`src/rtl/clint_if.sv`:
```
// clint_if: request/response bus between a data-memory master and the CLINT.
//   slave  modport: used by clint_timer (accepts requests, returns responses).
//   master modport: used by the requester (core LSU or testbench).
//   Signals: req_valid_i/req_ready_o/req_we_i/req_addr_i/req_wdata_i/req_wstrb_i,
//            resp_valid_o/resp_ready_i/resp_rdata_o/resp_err_o.
interface clint_if #(
   parameter int unsigned XLEN = 64
) ();
   logic            req_valid_i;
   logic            req_ready_o;
   logic            req_we_i;
   logic [XLEN-1:0] req_addr_i;
   logic [XLEN-1:0] req_wdata_i;
   logic [7:0]      req_wstrb_i;
   logic            resp_valid_o;
   logic            resp_ready_i;
   logic [XLEN-1:0] resp_rdata_o;
   logic            resp_err_o;

   modport slave (
      input  req_valid_i, req_we_i, req_addr_i, req_wdata_i, req_wstrb_i, resp_ready_i,
      output req_ready_o, resp_valid_o, resp_rdata_o, resp_err_o
   );

   modport master (
      output req_valid_i, req_we_i, req_addr_i, req_wdata_i, req_wstrb_i, resp_ready_i,
      input  req_ready_o, resp_valid_o, resp_rdata_o, resp_err_o
   );
endinterface

```
`src/rtl/clint_timer.sv`:
```
// clint_timer: core-local interruptor register block (msip, mtimecmp, mtime).
//   clk, rst   : clock, synchronous active-high reset.
//   bus        : clint_if.slave request/response port, one transaction outstanding.
//   mtip_o     : machine timer interrupt pending (registered mtime >= mtimecmp).
//   msip_o     : machine software interrupt pending (msip register bit 0).
//   mtime_o    : current mtime, feeds the time CSR.
module clint_timer #(
   parameter int unsigned    XLEN      = 64,
   parameter logic [XLEN-1:0] BASE_ADDR = XLEN'(64'h0000_0000_0200_0000),
   parameter int unsigned    TICK_DIV  = 1
) (
   input  logic            clk,
   input  logic            rst,
   clint_if.slave          bus,
   output logic            mtip_o,
   output logic            msip_o,
   output logic [XLEN-1:0] mtime_o
);

   localparam int unsigned NBYTES = XLEN / 8;
   localparam int unsigned CNT_W  = (TICK_DIV > 1) ? $clog2(TICK_DIV) : 1;

   localparam logic [15:0] OFF_MSIP     = 16'h0000;
   localparam logic [15:0] OFF_MTIMECMP = 16'h4000;
   localparam logic [15:0] OFF_MTIME    = 16'hBFF8;

   typedef enum logic {IDLE, RESP} state_t;

   state_t            state;
   logic [CNT_W-1:0]  presc_cnt;
   logic [XLEN-1:0]   mtime;
   logic [XLEN-1:0]   mtimecmp;
   logic              msip;

   logic [XLEN-1:0]   offset;
   logic              in_range;
   logic              aligned;
   logic              hit_msip;
   logic              hit_cmp;
   logic              hit_time;
   logic              addr_err;
   logic [XLEN-1:0]   wmask;
   logic [XLEN-1:0]   rd_val;
   logic              tick;
   logic              accept;
   logic              wr_en;
   logic [XLEN-1:0]   mtime_inc;
   logic [XLEN-1:0]   mtime_nx;
   logic [XLEN-1:0]   mtimecmp_nx;
   logic              msip_nx;

   // Address decode: offset relative to the base, region is 64 KiB.
   always_comb begin
      offset   = bus.req_addr_i - BASE_ADDR;
      in_range = (offset[XLEN-1:16] == '0);
      aligned  = (bus.req_addr_i[2:0] == 3'b000);
      hit_msip = in_range && aligned && (offset[15:0] == OFF_MSIP);
      hit_cmp  = in_range && aligned && (offset[15:0] == OFF_MTIMECMP);
      hit_time = in_range && aligned && (offset[15:0] == OFF_MTIME);
      addr_err = !(hit_msip || hit_cmp || hit_time);
   end

   // Byte-lane write mask from the strobes.
   always_comb begin
      wmask = '0;
      for (int i = 0; i < NBYTES; i++) begin
         wmask[i*8 +: 8] = {8{bus.req_wstrb_i[i]}};
      end
   end

   // Read mux uses pre-update register values.
   always_comb begin
      rd_val = '0;
      if (hit_msip) begin
         rd_val = XLEN'(msip);
      end else if (hit_cmp) begin
         rd_val = mtimecmp;
      end else if (hit_time) begin
         rd_val = mtime;
      end
   end

   // Next register values: tick increment first, then written bytes override it.
   always_comb begin
      tick      = (presc_cnt == CNT_W'(TICK_DIV - 1));
      accept    = (state == IDLE) && bus.req_valid_i;
      wr_en     = accept && bus.req_we_i && !addr_err;
      mtime_inc = tick ? (mtime + XLEN'(1)) : mtime;

      mtime_nx    = mtime_inc;
      mtimecmp_nx = mtimecmp;
      msip_nx     = msip;
      if (wr_en && hit_time) begin
         mtime_nx = (mtime_inc & ~wmask) | (bus.req_wdata_i & wmask);
      end
      if (wr_en && hit_cmp) begin
         mtimecmp_nx = (mtimecmp & ~wmask) | (bus.req_wdata_i & wmask);
      end
      if (wr_en && hit_msip && bus.req_wstrb_i[0]) begin
         msip_nx = bus.req_wdata_i[0];
      end
   end

   // Registers, prescaler, interrupt flags and the bus FSM.
   always_ff @(posedge clk) begin
      if (rst) begin
         state            <= IDLE;
         presc_cnt        <= '0;
         mtime            <= '0;
         mtimecmp         <= '1;
         msip             <= 1'b0;
         mtip_o           <= 1'b0;
         bus.req_ready_o  <= 1'b1;
         bus.resp_valid_o <= 1'b0;
         bus.resp_rdata_o <= '0;
         bus.resp_err_o   <= 1'b0;
      end else begin
         presc_cnt <= tick ? '0 : (presc_cnt + CNT_W'(1));
         mtime     <= mtime_nx;
         mtimecmp  <= mtimecmp_nx;
         msip      <= msip_nx;
         mtip_o    <= (mtime >= mtimecmp);

         case (state)
            IDLE: begin
               if (accept) begin
                  // Writes and faults return zero data.
                  bus.resp_rdata_o <= (bus.req_we_i || addr_err) ? '0 : rd_val;
                  bus.resp_err_o   <= addr_err;
                  bus.resp_valid_o <= 1'b1;
                  bus.req_ready_o  <= 1'b0;
                  state            <= RESP;
               end
            end
            RESP: begin
               if (bus.resp_ready_i) begin
                  bus.resp_valid_o <= 1'b0;
                  bus.req_ready_o  <= 1'b1;
                  state            <= IDLE;
               end
            end
            default: begin
               state <= IDLE;
            end
         endcase
      end
   end

   assign msip_o  = msip;
   assign mtime_o = mtime;

endmodule

```
`src/flat_wrapper.sv`:
```
// flat-port wrapper written by rule: the top's interface ports become plain ports
module clint_timer_flat 
#(
   parameter int unsigned    XLEN      = 64,
   parameter logic [XLEN-1:0] BASE_ADDR = XLEN'(64'h0000_0000_0200_0000),
   parameter int unsigned    TICK_DIV  = 1
)
  (clk, rst, mtip_o, msip_o, mtime_o, bus_req_valid_i, bus_req_we_i, bus_req_addr_i, bus_req_wdata_i, bus_req_wstrb_i, bus_resp_ready_i, bus_req_ready_o, bus_resp_valid_o, bus_resp_rdata_o, bus_resp_err_o);
  clint_if #(.XLEN(XLEN)) bus_i ();
  input  logic clk;
  input  logic rst;
  output logic mtip_o;
  output logic msip_o;
  output logic [XLEN-1:0] mtime_o;
  input wire logic [$bits(bus_i.req_valid_i)-1:0] bus_req_valid_i;
  input wire logic [$bits(bus_i.req_we_i)-1:0] bus_req_we_i;
  input wire logic [$bits(bus_i.req_addr_i)-1:0] bus_req_addr_i;
  input wire logic [$bits(bus_i.req_wdata_i)-1:0] bus_req_wdata_i;
  input wire logic [$bits(bus_i.req_wstrb_i)-1:0] bus_req_wstrb_i;
  input wire logic [$bits(bus_i.resp_ready_i)-1:0] bus_resp_ready_i;
  output wire logic [$bits(bus_i.req_ready_o)-1:0] bus_req_ready_o;
  output wire logic [$bits(bus_i.resp_valid_o)-1:0] bus_resp_valid_o;
  output wire logic [$bits(bus_i.resp_rdata_o)-1:0] bus_resp_rdata_o;
  output wire logic [$bits(bus_i.resp_err_o)-1:0] bus_resp_err_o;
  assign bus_i.req_valid_i = bus_req_valid_i;
  assign bus_i.req_we_i = bus_req_we_i;
  assign bus_i.req_addr_i = bus_req_addr_i;
  assign bus_i.req_wdata_i = bus_req_wdata_i;
  assign bus_i.req_wstrb_i = bus_req_wstrb_i;
  assign bus_i.resp_ready_i = bus_resp_ready_i;
  assign bus_req_ready_o = bus_i.req_ready_o;
  assign bus_resp_valid_o = bus_i.resp_valid_o;
  assign bus_resp_rdata_o = bus_i.resp_rdata_o;
  assign bus_resp_err_o = bus_i.resp_err_o;
  clint_timer #(.XLEN(XLEN), .BASE_ADDR(BASE_ADDR), .TICK_DIV(TICK_DIV)) u_core (.clk(clk), .rst(rst), .bus(bus_i), .mtip_o(mtip_o), .msip_o(msip_o), .mtime_o(mtime_o));
endmodule
```
`config.mk`:
```
export PLATFORM = sky130hd
export DESIGN_NAME = clint_timer_flat
export DESIGN_NICKNAME = d
export VERILOG_FILES = /design/src/rtl/clint_if.sv /design/src/rtl/clint_timer.sv /design/src/flat_wrapper.sv
export SDC_FILE = /design/constraint.sdc
export NUM_CORES = 1
export LEC_CHECK = 0
export BUFFER_PORTS_ARGS = -buffer_cell sky130_fd_sc_hd__buf_2
export CAP_MARGIN = 20
export CORE_UTILIZATION = 58
export CTS_CLUSTER_SIZE = 40
export DETAILED_ROUTE_END_ITERATION = 7
export PLACE_DENSITY_LB_ADDON = 0.12
export SETUP_SLACK_MARGIN = 0.02
export SLEW_MARGIN = 25
export SYNTH_ARGS = -nofsm -noshare
export SYNTH_HDL_FRONTEND = slang
export SYNTH_SLANG_ARGS = --single-unit
export TNS_END_PERCENT = 30
```
`constraint.sdc`:
```
create_clock -name clk -period 7.5 [get_ports clk]
set_input_delay 0.75 -clock clk [delete_from_list [all_inputs] [get_ports clk]]
set_output_delay 0.75 -clock clk [all_outputs]
set_load 0.01 [all_outputs]
```
### Word-level counts from Yosys, hierarchy flattened

Cells that the tools add are included.

* register bits after elaboration: 199
* bits of input ports: 141
* output and inout bits: 133

* $add $sub $neg: 3
* order comparisons: 1
* eq/ne operators: 4
* muxes and demuxes: 15
* bitwise operators: 8
* reduce and logical (&&, ||, !) cells: 21

Operators by type and width (number)
* 64-bit 2-to-1 mux: 6
* 64-bit bitwise AND: 3
* 64-bit OR: 2
* 64-bit by 1-bit adder with 64-bit output, second input constant: 1
* 64-bit >= comparator: 1
* 64-bit inverter: 1
* 64-bit by 26-bit subtractor with 64-bit output, second input constant: 1
* 48-bit logical NOT: 1
* 16-bit by 15-bit equality test with 1-bit output, second input constant: 1
* 16-bit equality test, second input constant: 1
* 16-bit logical NOT: 1
* 1-bit logical AND: 11
* 1-bit 2-to-1 mux: 6
* 1-bit one-hot mux with 2 select lines: 3
* 2-bit AND reduction: 2
* 3-bit logical NOT: 1
* 1-bit logical OR: 3
* 2-bit by 1-bit != test with 1-bit output, second input constant: 1
* 2-bit != test, second input constant: 1
* 1-bit inverter: 2
* 2-bit OR reduction: 1
* 1-bit adder, second input constant: 1
* 1-bit logical NOT: 1

### Longest topological paths before layout

* word-level depth: 9
* gate-level depth with buffers: 12
* gate-level depth less buffers: 10

### Worst setup path before layout

No wires, ideal clock.

* path kind: input to register
* start: input bus_req_addr_i[25]
* end: register u_core.mtime[15] (netlist: u_core.mtime_o[15])
* library setup time: 133 ps
* arrival time: 3366 ps
* data required time: 7367 ps
* path slack: 4001 ps
* stages on the path: 11
* buffers on the path: 1
* cells stage by stage: inv_1 -> ha_1 -> or4b_1 -> or4_4 -> o31ai_4 -> o2111ai_1 -> nor4_4 -> nand4_1 -> buf_2 -> nor2_1 -> a211oi_2

* cells in the longest elaborated chain, start to end: 9

RTL lines
* start: declaration: line flat_wrapper.sv:17 `input wire logic [$bits(bus_i.req_addr_i)-1:0] bus_req_addr_i;`
* 64-bit by 26-bit subtractor with 64-bit output *: line clint_timer.sv:54 `offset = bus.req_addr_i - BASE_ADDR;`
* 48-bit logical NOT *: line clint_timer.sv:55 `in_range = (offset[XLEN-1:16] == '0);`
* 1-bit logical AND *: line clint_timer.sv:57, clint_timer.sv:58, clint_timer.sv:59
* 1-bit logical AND (on tied branches): line clint_timer.sv:57, clint_timer.sv:58
* 1-bit logical OR (2 in a row): line clint_timer.sv:60 `addr_err = !(hit_msip || hit_cmp || hit_time);`
* 1-bit logical AND: line clint_timer.sv:87 `wr_en = accept && bus.req_we_i && !addr_err;`
* 1-bit logical AND *: line clint_timer.sv:93 `if (wr_en && hit_time) begin`
* 64-bit 2-to-1 mux *: line clint_timer.sv:93
* end signal: assignment: line clint_timer.sv:119 `mtime <= mtime_nx;`
* end: declaration: line clint_timer.sv:31 `logic [XLEN-1:0] mtime;`

Every way passes the cells marked *; elsewhere a longest branch is shown, timed or not.
A chain may end at the register's enable or synchronous reset.

### Worst setup path after layout

* start: input bus_req_addr_i[25]
* end: register u_core.mtime[45] (netlist: u_core.mtime_o[45])

Same word-level chain as after synthesis.

==> summary.txt <==
Placed design
  – Post-DP HPWL: 22.3 mm
  – Placed insts: roughly 1.8k
  – Final GP Congestion: 0.915
  – Port Buffer Count: 273
  – Pre-CTS worst setup slack: 2.76 ns

Floorplan
  – Number of cell rows: 49
  – Die area: between 0.015 and 0.02 mm^2
  – Core area: 0.0182 mm^2
  – Die width: 139 um
  – Die H: 139 um
  – Starting density of the core: 60.0%
  – Ports: 274

Cells and area
  – Most frequent cells in the layout: buf_2, nor2_1, dfxtp_1
  – Multi-input gate area: between 0.006 and 0.007 mm^2
  – FF/Latch Area: 0.00398 mm^2
  – Non-filler cells, final: 1792
  – Fillers: around 1.5k
  – Total Nets Final: roughly 1.8k
  – Area Growth Syn to Fin: 18.7%
  – Layout cell share with drive strength beyond 1: about 21%
  – Commonest non-fill, non-tap cell in the layout: buf_2

GRT
  – Grt ovf: 0
  – GRT Total Usage: 31.5%
  – Initial antenna violation count: 5
  – Largest net degree at the start of global routing: 101
  – Number of global-route vias before repair: 9747
  – First-pass GRT wire length: 48.7 mm

Critical path
  – CP cell instances: buf_2, inv_1, ha_1, or4b_1, or4_4, o31ai_4, o2111ai_1, nor4_4, nand4_1, nor2_1, a211oi_1
  – R2R depth: 8
  – R2R Path End: u_core.mtime_o[57]
  – Crit path buf inv count: 2
  – CP Depth: 11
  – Crit start category: input port
  – WS Path Type: input port to register
  – CP endpoint kind: register
  – Delay-heaviest family, CP: simple AND/OR/NAND/NOR gates
  – CP Data Arrival Time: 4.40 ns
  – Crit path launch: bus_req_addr_i[25]
  – Critical Path RT: 7.78 ns
  – Worst R2R Setup Slack: between 4 and 5 ns
  – Slowest cell on crit path: nand4_1
  – CP peak stage delay: 0.73 ns
  – Worst Setup EP: u_core.mtime_o[45]
  – CP Max Fanout: 16
  – R2R Path Start: u_core.mtime_o[2]

Power
  – Static leakage: 6.26 nW
  – Clock Power Share: between 40% and 50%
  – Logic pwr share: 6.1%
  – Internal Pwr Total: 0.00159 W
  – Final Total Pwr: 0.00210 W
  – Worst VDD drop: 0.170 mV
  – Sequential Power Share: 50.7%
  – Pwr dens: around 160 mW/mm^2
  – Sw Share: 24.3%
  – Net Switching: 0.000510 W

STA
  – Max Clock Skew: 0.0131 ns
  – Setup TNS: 0 ns
  – Tcrit/Tclk final: 55.1%
  – Final Hold Slack: 0.486 ns
  – Fmax achieved: 0.242 GHz
  – Final hold viol count: 0
  – RSZ-0062 raised after global routing: no
  – Final worst slack: 3.37 ns
  – Fin. max-slew vios: 0
  – Slew headroom: 33.1%
  – Endpoints failing setup: 0
  – Min Tclk post-route: 4.13 ns
  – Worst slew pin tran: 1.00 ns

Route
  – DR WL met2: between 10 and 15 mm
  – TritonRoute pass-1 iters: 6
  – Iteration-0 DRC Markers: between 500 and 600
  – DR vias: 10.5k
  – WL/cell: 17.1 um
  – Metal-1 WL: 12.9 mm
  – Final WL: 30.7 mm
  – Count of antenna-violating nets left after detailed routing: 0
  – Met3 wire len: around 2.0 mm
  – DRC violations left: 0
  – Via-per-instance ratio: 5.85
  – Uppermost layer routed: met4

Synth
  – Synth area leaders: dfxtp_1, ha_1, nor2_1
  – Synth area leader: dfxtp_1
  – Syn Inst Count: 1313
  – FFs w/ async S/R, synth: 0%
  – Seq/Total Area, Yosys: 36.5%
  – Seq cells post-synth: 199
  – Count of cell types in the netlist: 57
  – Yosys Warn Count: 0
  – Ys flop type: dfxtp_1
  – Yosys top cell area share: between 30% and 40%
  – Mapped Nets: 1520
  – EDFF count, synth: 0
  – Cell Area, Synth: between 0.01 and 0.015 mm^2
  – Mean Syn Cell Area: 8.32 um^2

Status
  – Status: finished clean

Hold path
  – Worst hold path class: register to register

Clocking
  – H-tree depth: 4
  – Clock insertion delay at the later pin of the skew report: 0.44 ns
  – Max Root-Sink Buffers: 2
  – Worst-path clk slew: around 0.070 ns
  – CTS tree: yes
  – # hold bufs at CTS: 0
  – Clk root buf: clkbuf_16
  – Setup bufs post-CTS: 0
  – CTS Buf Count: 17
  – CTS sink cnt: 199
  – Post-CTS Resized: 0

Run
  – Maxcap violations: 0
cell families (layout without fill, tap and decap cells):
kind of cell | count (synthesis) | in the layout | share of synthesized area, %
and+or+nand+nor | 453 | 453 | 20.5
xor gates and xnor gates | 64 | 64 | 5.13
adders and majority gates | 66 | 66 | 7.56
buffers and inverters | 188 | 433 | 6.66
other | 1 | 6 | 0.0343
muxes | 70 | 70 | 6.42
AOI/OAI and AO/OA | 272 | 272 | 17.2
DFF | 199 | 199 | 36.5
how the worst min path moves through the flow:
| stage | endpoint | slack [ns] | depth (start not counted) | startpoint |
|---|---|---|---|---|
| after floorplan | u_core.bus.resp_rdata_o[10] | 0.47 | 2 | register |
| after global placement | u_core.bus.resp_rdata_o[0] | 0.46 | 2 | u_core.bus.resp_rdata_o[0] |
| after detailed placement | u_core.bus.resp_rdata_o[60] | 0.47 | 2 | u_core.bus.resp_rdata_o[60] |
| after CTS | u_core.state | 0.49 | 2 | bus_resp_ready_i |
| after global routing | u_core.state | 0.50 | 2 | bus_resp_ready_i |
| final | u_core.bus.resp_rdata_o[39] | 0.49 | 2 | u_core.bus.resp_rdata_o[39] |
cell usage after synthesis (15+ instances only):
| cell | count |
|---|---|
| nor2_1 | 212 |
| mux2i_1 | 69 |
| a21o_1 | 29 |
| xnor2_1 | 27 |
| nand4_1 | 50 |
| a211oi_1 | 60 |
| dfxtp_1 | 199 |
| nor4_1 | 22 |
| inv_1 | 123 |
| nor3_1 | 21 |
| and3_1 | 26 |
| ha_1 | 66 |
| buf_2 | 17 |
| nand2_1 | 35 |
| nand3_1 | 28 |
| and4_1 | 15 |
| o21ai_0 | 73 |
| clkbuf_1 | 47 |
| a22oi_1 | 53 |
| a21oi_1 | 16 |
| xor2_1 | 37 |
metrics by stage:
| stage | util, % | instance area [um^2] |
|---|---|---|
| after floorplan | - | 10900 |
| after global placement | 68.0 | 12400 |
| after detailed placement | 68.0 | 12400 |
| after CTS | 71.2 | 13000 |
| after global routing | 71.2 | 13000 |
| final | 71.2 | 13000 |
layer usage:
layer,GRT usage (%),up-vias
met5,0,-
met4,14.1,0
met3,5.20,59
met2,53.4,413
met1,39.2,4887
li1,-,5130
final cells by class:
class                      count  area share [%]
antenna                        5          0.0964
clock buffer                  20            3.52
clock inverter                11           0.887
inverter                     123            3.56
multi-input combinational    926            48.1
sequential                   199            30.7
tap                          229            2.21
timing repair buffer         279            10.9
power groups by stage:
stage	clock (W)	sequential [W]	combinational, W
detailed placement	0	0.00109	0.000126
global route	0.000953	0.00106	0.000139
CTS	0.000918	0.00106	0.000127
floorplan	0	0.00109	0.0000555
global placement	0	0.00109	0.000124
finish	0.000908	0.00106	0.000128
worst register-to-register path: cells and delay by family, from the launching register on:
family	cells	cell delay, ns
simple gates	5	2.06
flops	1	0.50
compound gates	2	0.32
xor+xnor	1	0.12
(Power assumes the default switching activity.)
